`src/rtl/sensor_preproc_pipe_if.sv`:
```
// sensor_preproc_pipe_if: valid/ready sample stream plus fault and clip sideband for sensor_preproc_pipe.
// The master modport is the producer/consumer side; the slave modport is the pipe itself.
interface sensor_preproc_pipe_if #(
    parameter int NUM_CH = 16,
    parameter int DATA_W = 16,
    parameter int CNT_W  = 16
);
    logic                     in_valid;
    logic                     in_ready;
    logic [NUM_CH*DATA_W-1:0] raw_vector;
    logic                     out_valid;
    logic                     out_ready;
    logic [NUM_CH*DATA_W-1:0] normalized_vector;
    logic [NUM_CH-1:0]        error_flags;
    logic [NUM_CH-1:0]        fault_flags;
    logic [NUM_CH-1:0]        fault_clear;
    logic [CNT_W-1:0]         clip_count;

    modport master (
        output in_valid, raw_vector, out_ready, fault_clear,
        input  in_ready, out_valid, normalized_vector, error_flags, fault_flags, clip_count
    );

    modport slave (
        input  in_valid, raw_vector, out_ready, fault_clear,
        output in_ready, out_valid, normalized_vector, error_flags, fault_flags, clip_count
    );
endinterface

```
`src/rtl/sensor_preproc_pipe.sv`:
```
// sensor_preproc_pipe: one-stage range check and clip/hold of a sensor vector,
// with per-channel persistent-fault detection and a saturating clip event counter.
module sensor_preproc_pipe #(
    parameter int NUM_CH       = 16,
    parameter int DATA_W       = 16,
    parameter int MIN_VAL      = -16384,
    parameter int MAX_VAL      = 16383,
    parameter int HOLD_MODE    = 0,
    parameter int FAULT_THRESH = 4,
    parameter int CNT_W        = 16
) (
    input logic clk,
    input logic rst,
    sensor_preproc_pipe_if.slave bus
);
    localparam int PW = $clog2(NUM_CH + 1);
    localparam int SW = CNT_W + PW;
    localparam logic signed [DATA_W-1:0] MIN_S = DATA_W'(MIN_VAL);
    localparam logic signed [DATA_W-1:0] MAX_S = DATA_W'(MAX_VAL);
    localparam logic [7:0] THRESH = 8'(FAULT_THRESH);

    logic                     accept;
    logic [NUM_CH-1:0]        oor;
    logic [NUM_CH-1:0]        set_fault;
    logic [NUM_CH*DATA_W-1:0] norm_d;
    logic [PW-1:0]            pop;
    logic [SW-1:0]            sum;

    assign bus.in_ready = !bus.out_valid || bus.out_ready;
    assign accept       = bus.in_valid && bus.in_ready;

    for (genvar c = 0; c < NUM_CH; c++) begin : g_ch
        logic signed [DATA_W-1:0] s;
        logic signed [DATA_W-1:0] last_good;
        logic [7:0]               run;
        logic                     lo;
        logic                     hi;

        assign s       = bus.raw_vector[c*DATA_W +: DATA_W];
        assign lo      = s < MIN_S;
        assign hi      = s > MAX_S;
        assign oor[c]  = lo || hi;
        assign norm_d[c*DATA_W +: DATA_W] = (HOLD_MODE != 0) ? (oor[c] ? last_good : s)
                                          : lo ? MIN_S : hi ? MAX_S : s;
        // the fault fires only on the transition into the threshold, so a clear sticks while the run stays saturated
        assign set_fault[c] = accept && oor[c] && run == THRESH - 8'd1;

        always_ff @(posedge clk or posedge rst)
            if (rst) begin
                last_good <= '0;
                run       <= '0;
            end else if (accept) begin
                if (!oor[c]) last_good <= s;
                run <= !oor[c] ? 8'd0 : (run == THRESH) ? run : run + 8'd1;
            end
    end

    always_comb begin
        pop = '0;
        for (int i = 0; i < NUM_CH; i++) pop = pop + PW'(oor[i]);
        sum = SW'(bus.clip_count) + SW'(pop);
    end

    always_ff @(posedge clk or posedge rst)
        if (rst) begin
            bus.out_valid         <= 1'b0;
            bus.normalized_vector <= '0;
            bus.error_flags       <= '0;
            bus.fault_flags       <= '0;
            bus.clip_count        <= '0;
        end else begin
            if (accept) begin
                bus.out_valid         <= 1'b1;
                bus.normalized_vector <= norm_d;
                bus.error_flags       <= oor;
            end else if (bus.out_ready) begin
                bus.out_valid <= 1'b0;
            end
            bus.fault_flags <= (bus.fault_flags & ~bus.fault_clear) | set_fault;
            if (accept) bus.clip_count <= (sum > SW'({CNT_W{1'b1}})) ? {CNT_W{1'b1}} : sum[CNT_W-1:0];
        end
endmodule
```
`src/flat_wrapper.sv`:
```
// flat-port wrapper written by rule: the top's interface ports become plain ports
module sensor_preproc_pipe_flat 
#(
    parameter int NUM_CH       = 16,
    parameter int DATA_W       = 16,
    parameter int MIN_VAL      = -16384,
    parameter int MAX_VAL      = 16383,
    parameter int HOLD_MODE    = 0,
    parameter int FAULT_THRESH = 4,
    parameter int CNT_W        = 16
)
  (clk, rst, bus_in_valid, bus_raw_vector, bus_out_ready, bus_fault_clear, bus_in_ready, bus_out_valid, bus_normalized_vector, bus_error_flags, bus_fault_flags, bus_clip_count);
  sensor_preproc_pipe_if #(.NUM_CH(NUM_CH), .DATA_W(DATA_W), .CNT_W(CNT_W)) bus_i ();
  input logic clk;
  input logic rst;
  input wire logic [$bits(bus_i.in_valid)-1:0] bus_in_valid;
  input wire logic [$bits(bus_i.raw_vector)-1:0] bus_raw_vector;
  input wire logic [$bits(bus_i.out_ready)-1:0] bus_out_ready;
  input wire logic [$bits(bus_i.fault_clear)-1:0] bus_fault_clear;
  output wire logic [$bits(bus_i.in_ready)-1:0] bus_in_ready;
  output wire logic [$bits(bus_i.out_valid)-1:0] bus_out_valid;
  output wire logic [$bits(bus_i.normalized_vector)-1:0] bus_normalized_vector;
  output wire logic [$bits(bus_i.error_flags)-1:0] bus_error_flags;
  output wire logic [$bits(bus_i.fault_flags)-1:0] bus_fault_flags;
  output wire logic [$bits(bus_i.clip_count)-1:0] bus_clip_count;
  assign bus_i.in_valid = bus_in_valid;
  assign bus_i.raw_vector = bus_raw_vector;
  assign bus_i.out_ready = bus_out_ready;
  assign bus_i.fault_clear = bus_fault_clear;
  assign bus_in_ready = bus_i.in_ready;
  assign bus_out_valid = bus_i.out_valid;
  assign bus_normalized_vector = bus_i.normalized_vector;
  assign bus_error_flags = bus_i.error_flags;
  assign bus_fault_flags = bus_i.fault_flags;
  assign bus_clip_count = bus_i.clip_count;
  sensor_preproc_pipe #(.NUM_CH(NUM_CH), .DATA_W(DATA_W), .MIN_VAL(MIN_VAL), .MAX_VAL(MAX_VAL), .HOLD_MODE(HOLD_MODE), .FAULT_THRESH(FAULT_THRESH), .CNT_W(CNT_W)) u_core (.clk(clk), .rst(rst), .bus(bus_i));
endmodule
```
`config.mk`:
```
export PLATFORM = sky130hd
export DESIGN_NAME = sensor_preproc_pipe_flat
export DESIGN_NICKNAME = d
export VERILOG_FILES = /design/src/rtl/sensor_preproc_pipe_if.sv /design/src/rtl/sensor_preproc_pipe.sv /design/src/flat_wrapper.sv
export SDC_FILE = /design/constraint.sdc
export NUM_CORES = 1
export LEC_CHECK = 0
export CAP_MARGIN = 20
export CORE_AREA = 2 2 229 231
export DETAILED_ROUTE_END_ITERATION = 10
export DIE_AREA = 0 0 231 233
export PLACE_DENSITY_LB_ADDON = 0.2
export SYNTH_ARGS = -nofsm -noshare
export SYNTH_HDL_FRONTEND = slang
export SYNTH_SLANG_ARGS = --single-unit
export TNS_END_PERCENT = 20
```
`constraint.sdc`:
```
create_clock -name clk -period 25 [get_ports clk]
set_clock_uncertainty 0.1 [all_clocks]
set_input_delay 7.5 -clock clk [delete_from_list [all_inputs] [get_ports clk]]
set_output_delay 7.5 -clock clk [all_outputs]
set_load 0.005 [all_outputs]
```
==> run_results.csv, run 1 <==
group,metric,value,unit
outcome,status,"complete, no violations",
placed_design,place_congestion,0.904,
placed_design,dpl.hpwl,46.1,mm
grt,grt_pass1_vias,18202,
final_layout,fin_nets,3203,
floorplan,die_w,231,µm
routing,drt_iter0_markers,1429,
clock_network,cts_resized,0,
floorplan,die_h,233,µm
sta,drv_slew,0,
sta,grt_setup_unrepaired,"no",
clock_network,cts-root-buf,"clkbuf_16",
yosys,syn_area,20900,µm²
routing,num_vias,18467,
floorplan,ioPinCount,582,
sta,fin_ws,8.29,ns
final_layout,fillCellCount,4580,
critical_path,cp-start-kind,"input port",
routing,drt_wl_total,63.6,mm
yosys,ys.flop_type,"dfrtp_1",
clock_network,cts_buffer_depth,3,
yosys,ys_seq_area_share,51.8,%
job,maxCapViolCount,0,
sta,max_freq,0.0599,GHz
yosys,synth-edff-count,0,
sta,slew_headroom,32.3,%
grt,grt_max_degree,136,
clock_network,clock_latency,0.59,ns
sta,hold_violations,0,
yosys,syn_inst,2345,
sta,worstMarginPinSlew,1.02,ns
routing,firstDrtPassIters,5,
critical_path,critical_path_peak_fanout,13,
final_layout,areaGrowthSynthToFinish,37.8,%
critical_path,end_kind,"output port",
power_and_ir_drop,power,2210,µW
floorplan,core.rowCount,83,
power_and_ir_drop,power_per_cell_area,76.7,nW/µm²
yosys,synthesis.nets,2674,
routing,ant_nets,0,
grt,grt_overflow_total,0,
hold_path,worst_hold_path_type,"flop to flop",
power_and_ir_drop,max-vdd-ir-drop,0.0000552,V
floorplan,fp.coreArea,51100,µm²
floorplan,die_area,53800,µm²
sta,fin_crit_sh,66.8,%
clock_network,cts_sinks,433,
yosys,synth.distinct_cells,51,
floorplan,initial_core_util,41.0,%
clock_network,cts_htree_levels,2,
critical_path,path_class,"input port to output port",
placed_design,preCtsSetupSlack,8.32,ns
sta,fin_setup_tns,0,ns
clock_network,cts_setup_buffers,0,
critical_path,cp.arrival,9.11,ns
yosys,synth.avg_cell_area,8.92,µm²
clock_network,postCtsHoldBufs,0,
grt,grtUsageTotal,23.4,%
sta,period_needed,16.71,ns
final_layout,seq_area,10800,µm²
routing,viasPerCell,5.14,
routing,wl_per_cell,17.7,µm
yosys,synthArstFlopShare,100,%
clock_network,cts_tree,"yes",
grt,antenna_found_initial,2,
final_layout,multi_input_area,9230,µm²
hold_path,hp-start,"u_core.bus.normalized_vector[60]",
final_layout,drive_above_1_share,3.68,%
sta,finalSetupViolCount,0,
critical_path,crit_start,"bus_out_ready",
power_and_ir_drop,leakage,0.0126,µW
yosys,yosysWarnings,0,
clock_network,path_clk_slew,0.06,ns
critical_path,cp.required,17.40,ns
placed_design,port_buffers,581,
critical_path,r2r-start,"u_core.bus.out_valid",
yosys,synth-seq-cells,433,
yosys,yosysTopAreaCellShare,51.8,%
clock_network,cts_buffers,49,
routing,drcViolationCount,0,
yosys,synth_area_leaders,"dfrtp_1 (52%), nand2_1 (11%), o21ai_0 (10%), maj3_1 (4.3%), ha_1 (2.5%)",
yosys,yosys.area.top_type,"dfrtp_1",
grt,grt_pass1_wl,100,mm
worst paths after layout:
check,end,slack (ns),cells after the start
min in group asynchronous,u_core.bus.normalized_vector[148],7.38,2
worst min-delay path,u_core.bus.normalized_vector[60],0.36,2
max in group asynchronous,u_core.bus.normalized_vector[10],15.10,4
worst max register to register,u_core.g_ch[5].run[4],21.25,7
worst max-delay path,bus_in_ready,8.29,4
worst min register to register,u_core.bus.normalized_vector[60],0.36,2
power by group:
| part | switching [µW] | internal, µW | leakage, µW |
|---|---|---|---|
| Combinational | 304 | 322 | 0.00634 |
| Clock | 294 | 414 | 0.000768 |
| Sequential | 78.4 | 799 | 0.00554 |
| Total | 676 | 1530 | 0.0126 |
cells in the final DEF, fill, tap and decap left out, drive strengths merged, types with 22 or more instances in the layout:
cell type and n:
inv 101, nand2 641, clkdlybuf4s50 581, ha 42, clkbuf 71, nand3 69, nand4 26, a21oi 66
maj3 90, o31ai 22, o21ai 432, and3 45, xnor2 40, nor2 49, dfrtp 433
through the flow:
step / hold WS (ns) / cells / util [%] / area (µm²)
2_1_floorplan: 0.352 / 2345 / - / 20900
3_3_place_gp: 0.348 / 3501 / 53.3 / 27200
3_5_place_dp: 0.356 / 3501 / 53.3 / 27200
4_1_cts: 0.368 / 3588 / 56.3 / 28800
5_1_grt: 0.382 / 3591 / 56.4 / 28800
6_report: 0.363 / 3592 / 56.4 / 28800
synthesized netlist by cell type, drive strengths merged (8+ instances only):
cell type  number
inv            98
nor3           17
a31o            9
nand2b         13
clkbuf         72
a21oi          66
nor3b           9
nor2b          19
buf            46
a22o           11
xnor2          40
and4            8
maj3           90
o21ai         432
nand3          69
and3           45
nor2           49
nand4          26
ha             42
fa             11
o31ai          22
a31oi           9
and2           14
nand2         641
dfrtp         433
sequential cells by signal, summed over array words and instances (netlist names):
signal and count:
u_core.bus.normalized_vector 256, u_core.g_ch.run 128, u_core.bus.clip_count 16, u_core.bus.error_flags 16, u_core.bus.fault_flags 16, u_core.bus.out_valid 1
kinds of logic (layout without fill, tap and decap cells):
group                    after synthesis  count (layout)  share of synthesized area (%)
flip-flops                           433             433                           51.8
other                                  0               2                              0
buffers and inverters                218             783                           4.19
AO/OA/AOI/OAI                        569             569                           14.6
XOR/XNOR                              45              45                           1.96
multiplexers                           6               6                          0.323
AND/OR/NAND/NOR                      931             931                           19.3
adder cells (fa/ha/maj)              143             143                           7.87
metal layers:
layer	vias to the layer above	part of all wire (%)	global-route usage, %
li1	8982	-	-
met1	8782	42	29.4
met2	592	48	39.7
met3	109	7.5	5.70
met4	2	2.8	7.70
met5	-	0.013	0
area by class of cell:
type / instances / area share [%]
clock buffer: 71 / 4.78
sequential: 433 / 37.6
clock inverter: 16 / 0.625
antenna: 2 / 0.0174
timing repair buffer: 596 / 20.7
tap: 680 / 2.95
multi-input combinational: 1694 / 32.0
inverter: 100 / 1.33
critical path, cell delays in order:
cell and delay [ns]:
clkdlybuf4s50_1 0.53, nand2b_1 0.13, buf_4 0.29, clkdlybuf4s50_1 0.64
(Power assumes the default switching activity.)
==> run 2, diff against run 1 <==
- clock period: 25 -> 17.39 ns (I/O delays scaled with it)
==> run 2 against run 1 <==
Sequential power is 44% higher. Hold slack better by 0.0015 ns. Via count is 0.18% higher. Die area stayed put. Non-clock buffer count stayed put. Critical endpoint unchanged.
==> run_results.csv, run 2 (synthesis results as in run 1) <==
group,metric,value,unit
outcome,status,"complete, no violations",
floorplan,core.rowCount,83,
critical_path,critical_path_peak_fanout,13,
sta,finalSetupViolCount,0,
routing,drt_wl_total,64.0,mm
sta,hold_violations,0,
hold_path,worst_hold_path_type,"flop to flop",
placed_design,place_congestion,0.906,
critical_path,path_cells,"clkdlybuf4s50_1 > nand2b_1 > buf_4 > clkdlybuf4s50_1",
sta,grt_setup_unrepaired,"no",
sta,period_needed,12.09,ns
grt,grtUsageTotal,23.4,%
critical_path,r2r-start,"u_core.bus.out_valid",
final_layout,areaGrowthSynthToFinish,38.6,%
critical_path,cp.required,12.07,ns
critical_path,end_kind,"output port",
clock_network,cts_htree_levels,2,
routing,drt_iter0_markers,1195,
critical_path,path_class,"input port to output port",
routing,viasPerCell,5.15,
clock_network,clock_latency,0.58,ns
critical_path,r2r_slack,13.73,ns
critical_path,crit_top_cell,"clkdlybuf4s50_1",
routing,wl_per_cell,17.8,µm
sta,drv_slew,0,
critical_path,cp-start-kind,"input port",
floorplan,die_area,53800,µm²
floorplan,ioPinCount,582,
final_layout,final_common_cell,"nand2_1",
placed_design,dpl.hpwl,46.3,mm
final_layout,fin_cells,3592,
sta,worstMarginPinSlew,1.06,ns
power_and_ir_drop,max-vdd-ir-drop,0.0000800,V
critical_path,crit_buf_inv,3,
final_layout,top_register,"u_core.bus.normalized_vector",
grt,grt_pass1_vias,17834,
clock_network,postCtsHoldBufs,0,
routing,ant_nets,0,
critical_path,r2r-end,"u_core.bus.normalized_vector[179]",
sta,max_freq,0.0827,GHz
critical_path,cp_top_family,"buffers and inverters",
hold_path,hp-start,"u_core.bus.normalized_vector[69]",
clock_network,cts_buffers,48,
critical_path,cp.arrival,6.78,ns
floorplan,initial_core_util,41.0,%
clock_network,cts_setup_buffers,0,
routing,firstDrtPassIters,6,
floorplan,die_w,231,µm
hold_path,holdPathEnd,"u_core.bus.normalized_vector[69]",
clock_network,path_clk_slew,0.05,ns
grt,antenna_found_initial,2,
hold_path,holdPathStages,2,
placed_design,port_buffers,581,
clock_network,cts_resized,0,
final_layout,fillCellCount,4594,
critical_path,slowest_stage,"clkdlybuf4s50_1",
grt,grt_max_degree,141,
clock_network,cts_tree,"yes",
routing,num_vias,18500,
power_and_ir_drop,power_per_cell_area,113,nW/µm²
grt,grt_pass1_wl,100,mm
clock_network,cts-root-buf,"clkbuf_16",
placed_design,dp.cells,3501,
critical_path,slowest_delay,0.61,ns
clock_network,cts_buffer_depth,3,
floorplan,fp.coreArea,51100,µm²
final_layout,drive_above_1_share,3.85,%
final_layout,final_cell_mix,"nand2_1 (640), clkdlybuf4s50_1 (581), dfrtp_1 (433)",
critical_path,r2r_cells,6,
job,maxCapViolCount,0,
sta,fin_crit_sh,69.5,%
final_layout,reg.largest.list,"u_core.bus.normalized_vector x256, u_core.g_ch.run x128",
sta,slew_headroom,29.0,%
power_and_ir_drop,leakage,0.0127,µW
clock_network,cts_sinks,433,
final_layout,fin_nets,3202,
routing,drcViolationCount,0,
grt,grt_overflow_total,0,
floorplan,die_h,233,µm
final_layout,largest_reg_flops,256,
sta,fin_setup_tns,0,ns
[run 2: cell count changes in the layout (fill, tap and decap cells not counted), sizes merged]
cell | previous run | this run
bufinv | 3 | 8
diode | 2 | 1
inv | 101 | 98
clkbuf | 71 | 70
[run 2: worst max-delay path by stage]
stage,startpoint,endpoint,slack (ns),depth (start not counted)
after floorplan,rst,u_core.bus.clip_count[0],0.01,1
after global placement,bus_raw_vector[30],u_core.bus.clip_count[12],5.17,21
after detailed placement,bus_raw_vector[30],u_core.bus.clip_count[12],4.97,21
after CTS,bus_out_ready,bus_in_ready,5.28,4
after global routing,bus_raw_vector[14],u_core.bus.clip_count[12],5.10,21
final,bus_out_ready,bus_in_ready,5.30,4
[run 2: layer usage]
metal | part of all wire, % | GRT usage [%] | wire length (µm) | vias up
met5 | 0.016 | 0 | 10 | -
met1 | 42 | 29.8 | 27200 | 8878
met4 | 2.1 | 6.13 | 1350 | 2
li1 | - | - | - | 8979
met2 | 48 | 39.5 | 30900 | 563
met3 | 7.1 | 6.15 | 4560 | 78
[run 2: layout make-up]
cell class | count | area (µm²) | area share (%)
diodes | 1 | 2.50 | 0.00863
multi-input cells | 1694 | 9230 | 31.8
clock buffers | 70 | 1420 | 4.88
inverters | 100 | 383 | 1.32
flip-flops and latches | 433 | 10800 | 37.4
well taps | 680 | 851 | 2.93
clock inverters | 18 | 308 | 1.06
repair buffers | 596 | 5970 | 20.6
[run 2: through the flow]
step	power [µW]	utilization, %	area [µm²]	hold WS (ns)	setup WS, ns
final	3270	56.8	29000	0.364	5.30
after global routing	3480	56.8	29000	0.385	5.10
after CTS	3310	56.6	28900	0.369	5.28
after detailed placement	2180	53.3	27200	0.356	4.97
after global placement	2150	53.3	27200	0.348	5.17
after floorplan	1740	-	20900	0.352	0.0130
[run 2: where the power goes]
group	switching [µW]	total, µW	internal, µW
clock	421	1100	684
sequential	115	1260	1150
combinational	439	903	464
[run 2: tightest hold or removal path, delay by kind of cell, from the launching register on]
kind          cells  cell delay [ns]
flops             1             0.34
simple gates      2             0.10
==> run 3, diff against run 2 <==
- clock period: 17.39 -> 11.8 ns (I/O delays scaled with it)
==> run 3 against run 2 <==
Clock power increased by 47%. First-iteration DRC count increased by 6.2%. Hold slack got worse by 0.00054 ns. Core utilization about the same. Power increased by 47%. Sequential power increased by 48%. Via count decreased by 0.14%. Count of clock-buffer cells in the layout increased by 4. Design area about the same.
==> run_results.csv, run 3 (synthesis results as in run 1) <==
group,metric,value,unit
final_layout,largest_reg_flops,256,
routing,viasPerCell,5.14,
grt,grt_max_degree,248,
routing,wl_per_cell,17.8,µm
hold_path,holdPathStages,2,
power_and_ir_drop,leakage,0.0127,µW
critical_path,critical_path_peak_fanout,15,
sta,whs,0.364,ns
final_layout,fin_cells,3597,
placed_design,dpl.hpwl,45.9,mm
sta,worstMarginPinSlew,1.05,ns
placed_design,place_congestion,0.952,
clock_network,cts_setup_buffers,0,
critical_path,r2r-end,"u_core.bus.normalized_vector[202]",
grt,grtUsageTotal,23.4,%
clock_network,cts_buffer_depth,3,
final_layout,fin_nets,3203,
sta,period_needed,10.11,ns
routing,firstDrtPassIters,5,
routing,drt_iter0_markers,1269,
final_layout,final_common_cell,"nand2_1",
hold_path,hp-start,"u_core.bus.normalized_vector[21]",
routing,top_layer_used,"met5",
clock_network,clock_latency,0.58,ns
hold_path,holdPathEnd,"u_core.bus.normalized_vector[21]",
routing,met2WireLength,30.8,mm
grt,grt_overflow_total,0,
floorplan,initial_core_util,41.0,%
clock_network,cts_tree,"yes",
floorplan,core.rowCount,83,
grt,antenna_found_initial,4,
clock_network,cts_buffers,49,
sta,finalSetupViolCount,0,
sta,slew_headroom,30.0,%
clock_network,cts-root-buf,"clkbuf_16",
outcome,status,"complete, no violations",
floorplan,die_area,53800,µm²
final_layout,reg.largest.list,"u_core.bus.normalized_vector x256, u_core.g_ch.run x128",
critical_path,end_kind,"flop",
clock_network,path_clk_slew,0.06,ns
floorplan,die_h,233,µm
job,maxCapViolCount,0,
routing,drcViolationCount,0,
placed_design,dp.cells,3502,
power_and_ir_drop,max-vdd-ir-drop,0.000100,V
critical_path,r2r_cells,6,
critical_path,cp.arrival,10.48,ns
final_layout,top_register,"u_core.bus.normalized_vector",
routing,drt_wl_total,64.0,mm
sta,fin_crit_sh,85.7,%
hold_path,worst_hold_path_type,"flop to flop",
power_and_ir_drop,power_per_cell_area,166,nW/µm²
clock_network,cts_htree_levels,2,
placed_design,port_buffers,581,
sta,drv_slew,0,
critical_path,cp-start-kind,"input port",
routing,num_vias,18474,
final_layout,drive_above_1_share,4.02,%
critical_path,cp.required,12.17,ns
final_layout,fillCellCount,4572,
final_layout,areaGrowthSynthToFinish,38.6,%
sta,hold_violations,0,
critical_path,path_class,"input port to flop",
critical_path,r2r-start,"u_core.bus.out_valid",
routing,ant_nets,0,
floorplan,fp.coreArea,51100,µm²
floorplan,die_w,231,µm
grt,grt_pass1_wl,99.9,mm
floorplan,ioPinCount,582,
clock_network,cts_resized,0,
routing,wl_met3,4.74,mm
final_layout,final_cell_mix,"nand2_1 (640), clkdlybuf4s50_1 (581), dfrtp_1 (433)",
clock_network,cts_sinks,433,
critical_path,r2r_slack,8.22,ns
sta,fin_setup_tns,0,ns
grt,grt_pass1_vias,17776,
sta,max_freq,0.0989,GHz
clock_network,postCtsHoldBufs,0,
routing,wl_met1,26.5,mm
sta,grt_setup_unrepaired,"no",
## run 3: cell types whose count changed in the layout (fill, tap and decap cells not counted), moves of 2 or more
| cell | before | now |
|---|---|---|
| clkbuf_8 | 9 | 14 |
| bufinv_16 | 8 | 5 |
| clkinvlp_4 | 1 | 4 |
| buf_12 | 0 | 2 |
| clkbuf_1 | 11 | 9 |
| diode_2 | 1 | 3 |
## run 3: routing by layer
metal	vias up	global-route usage (%)
li1	8988	-
met1	8816	29.1
met2	556	39.6
met3	112	6.43
met4	2	7.24
met5	-	0
## run 3: per-stage QoR
step	area, µm²	worst slack (ns)	power (µW)	utilization [%]
after floorplan	20900	2.31	2560	-
after detailed placement	27200	1.13	3220	53.3
after global routing	29000	1.23	5110	56.8
after CTS	29000	1.74	4870	56.7
after global placement	27200	1.37	3170	53.3
final	29000	1.69	4810	56.8
## run 3: worst max path at each step
stage / to / start / slack, ns / depth (start not counted)
floorplan: u_core.bus.clip_count[0] / rst / 2.31 / 1
global placement: u_core.bus.clip_count[12] / bus_raw_vector[30] / 1.37 / 21
detailed placement: u_core.bus.clip_count[12] / bus_raw_vector[30] / 1.13 / 21
CTS: u_core.bus.clip_count[12] / bus_raw_vector[30] / 1.74 / 21
global route: u_core.bus.clip_count[12] / bus_raw_vector[30] / 1.23 / 21
finish: u_core.bus.clip_count[12] / bus_raw_vector[30] / 1.69 / 21
## run 3: report_power, final
part | switching, µW | internal (µW) | total (µW)
Sequential | 169 | 1690 | 1860
Combinational | 651 | 684 | 1330
Clock | 630 | 986 | 1620
Total | 1450 | 3360 | 4810
## run 3: critical path, stage by stage
cell and delay [ns]:
clkdlybuf4s50_1 0.71, xnor2_1 0.63, inv_1 0.27, ha_1 0.35, inv_1 0.05, fa_1 0.46, fa_1 0.52, inv_1 0.06
fa_1 0.53, inv_1 0.05, fa_1 0.50, inv_1 0.05, fa_1 0.38, inv_1 0.08, fa_1 0.44, fa_1 0.46
nor2b_1 0.20, o21bai_1 0.11, a21oi_1 0.47, and4_1 0.29, mux2_1 0.32
## run 3: final cells by class
cell class / count / area (µm²) / share of cell area [%]
Inverter: 100 / 379 / 1.31
Antenna cell: 3 / 7.51 / 0.0259
Tap cell: 680 / 851 / 2.93
Multi-Input combinational cell: 1694 / 9230 / 31.8
Timing Repair Buffer: 596 / 5970 / 20.6
Clock buffer: 74 / 1500 / 5.18
Clock inverter: 17 / 221 / 0.764
Sequential cell: 433 / 10800 / 37.4
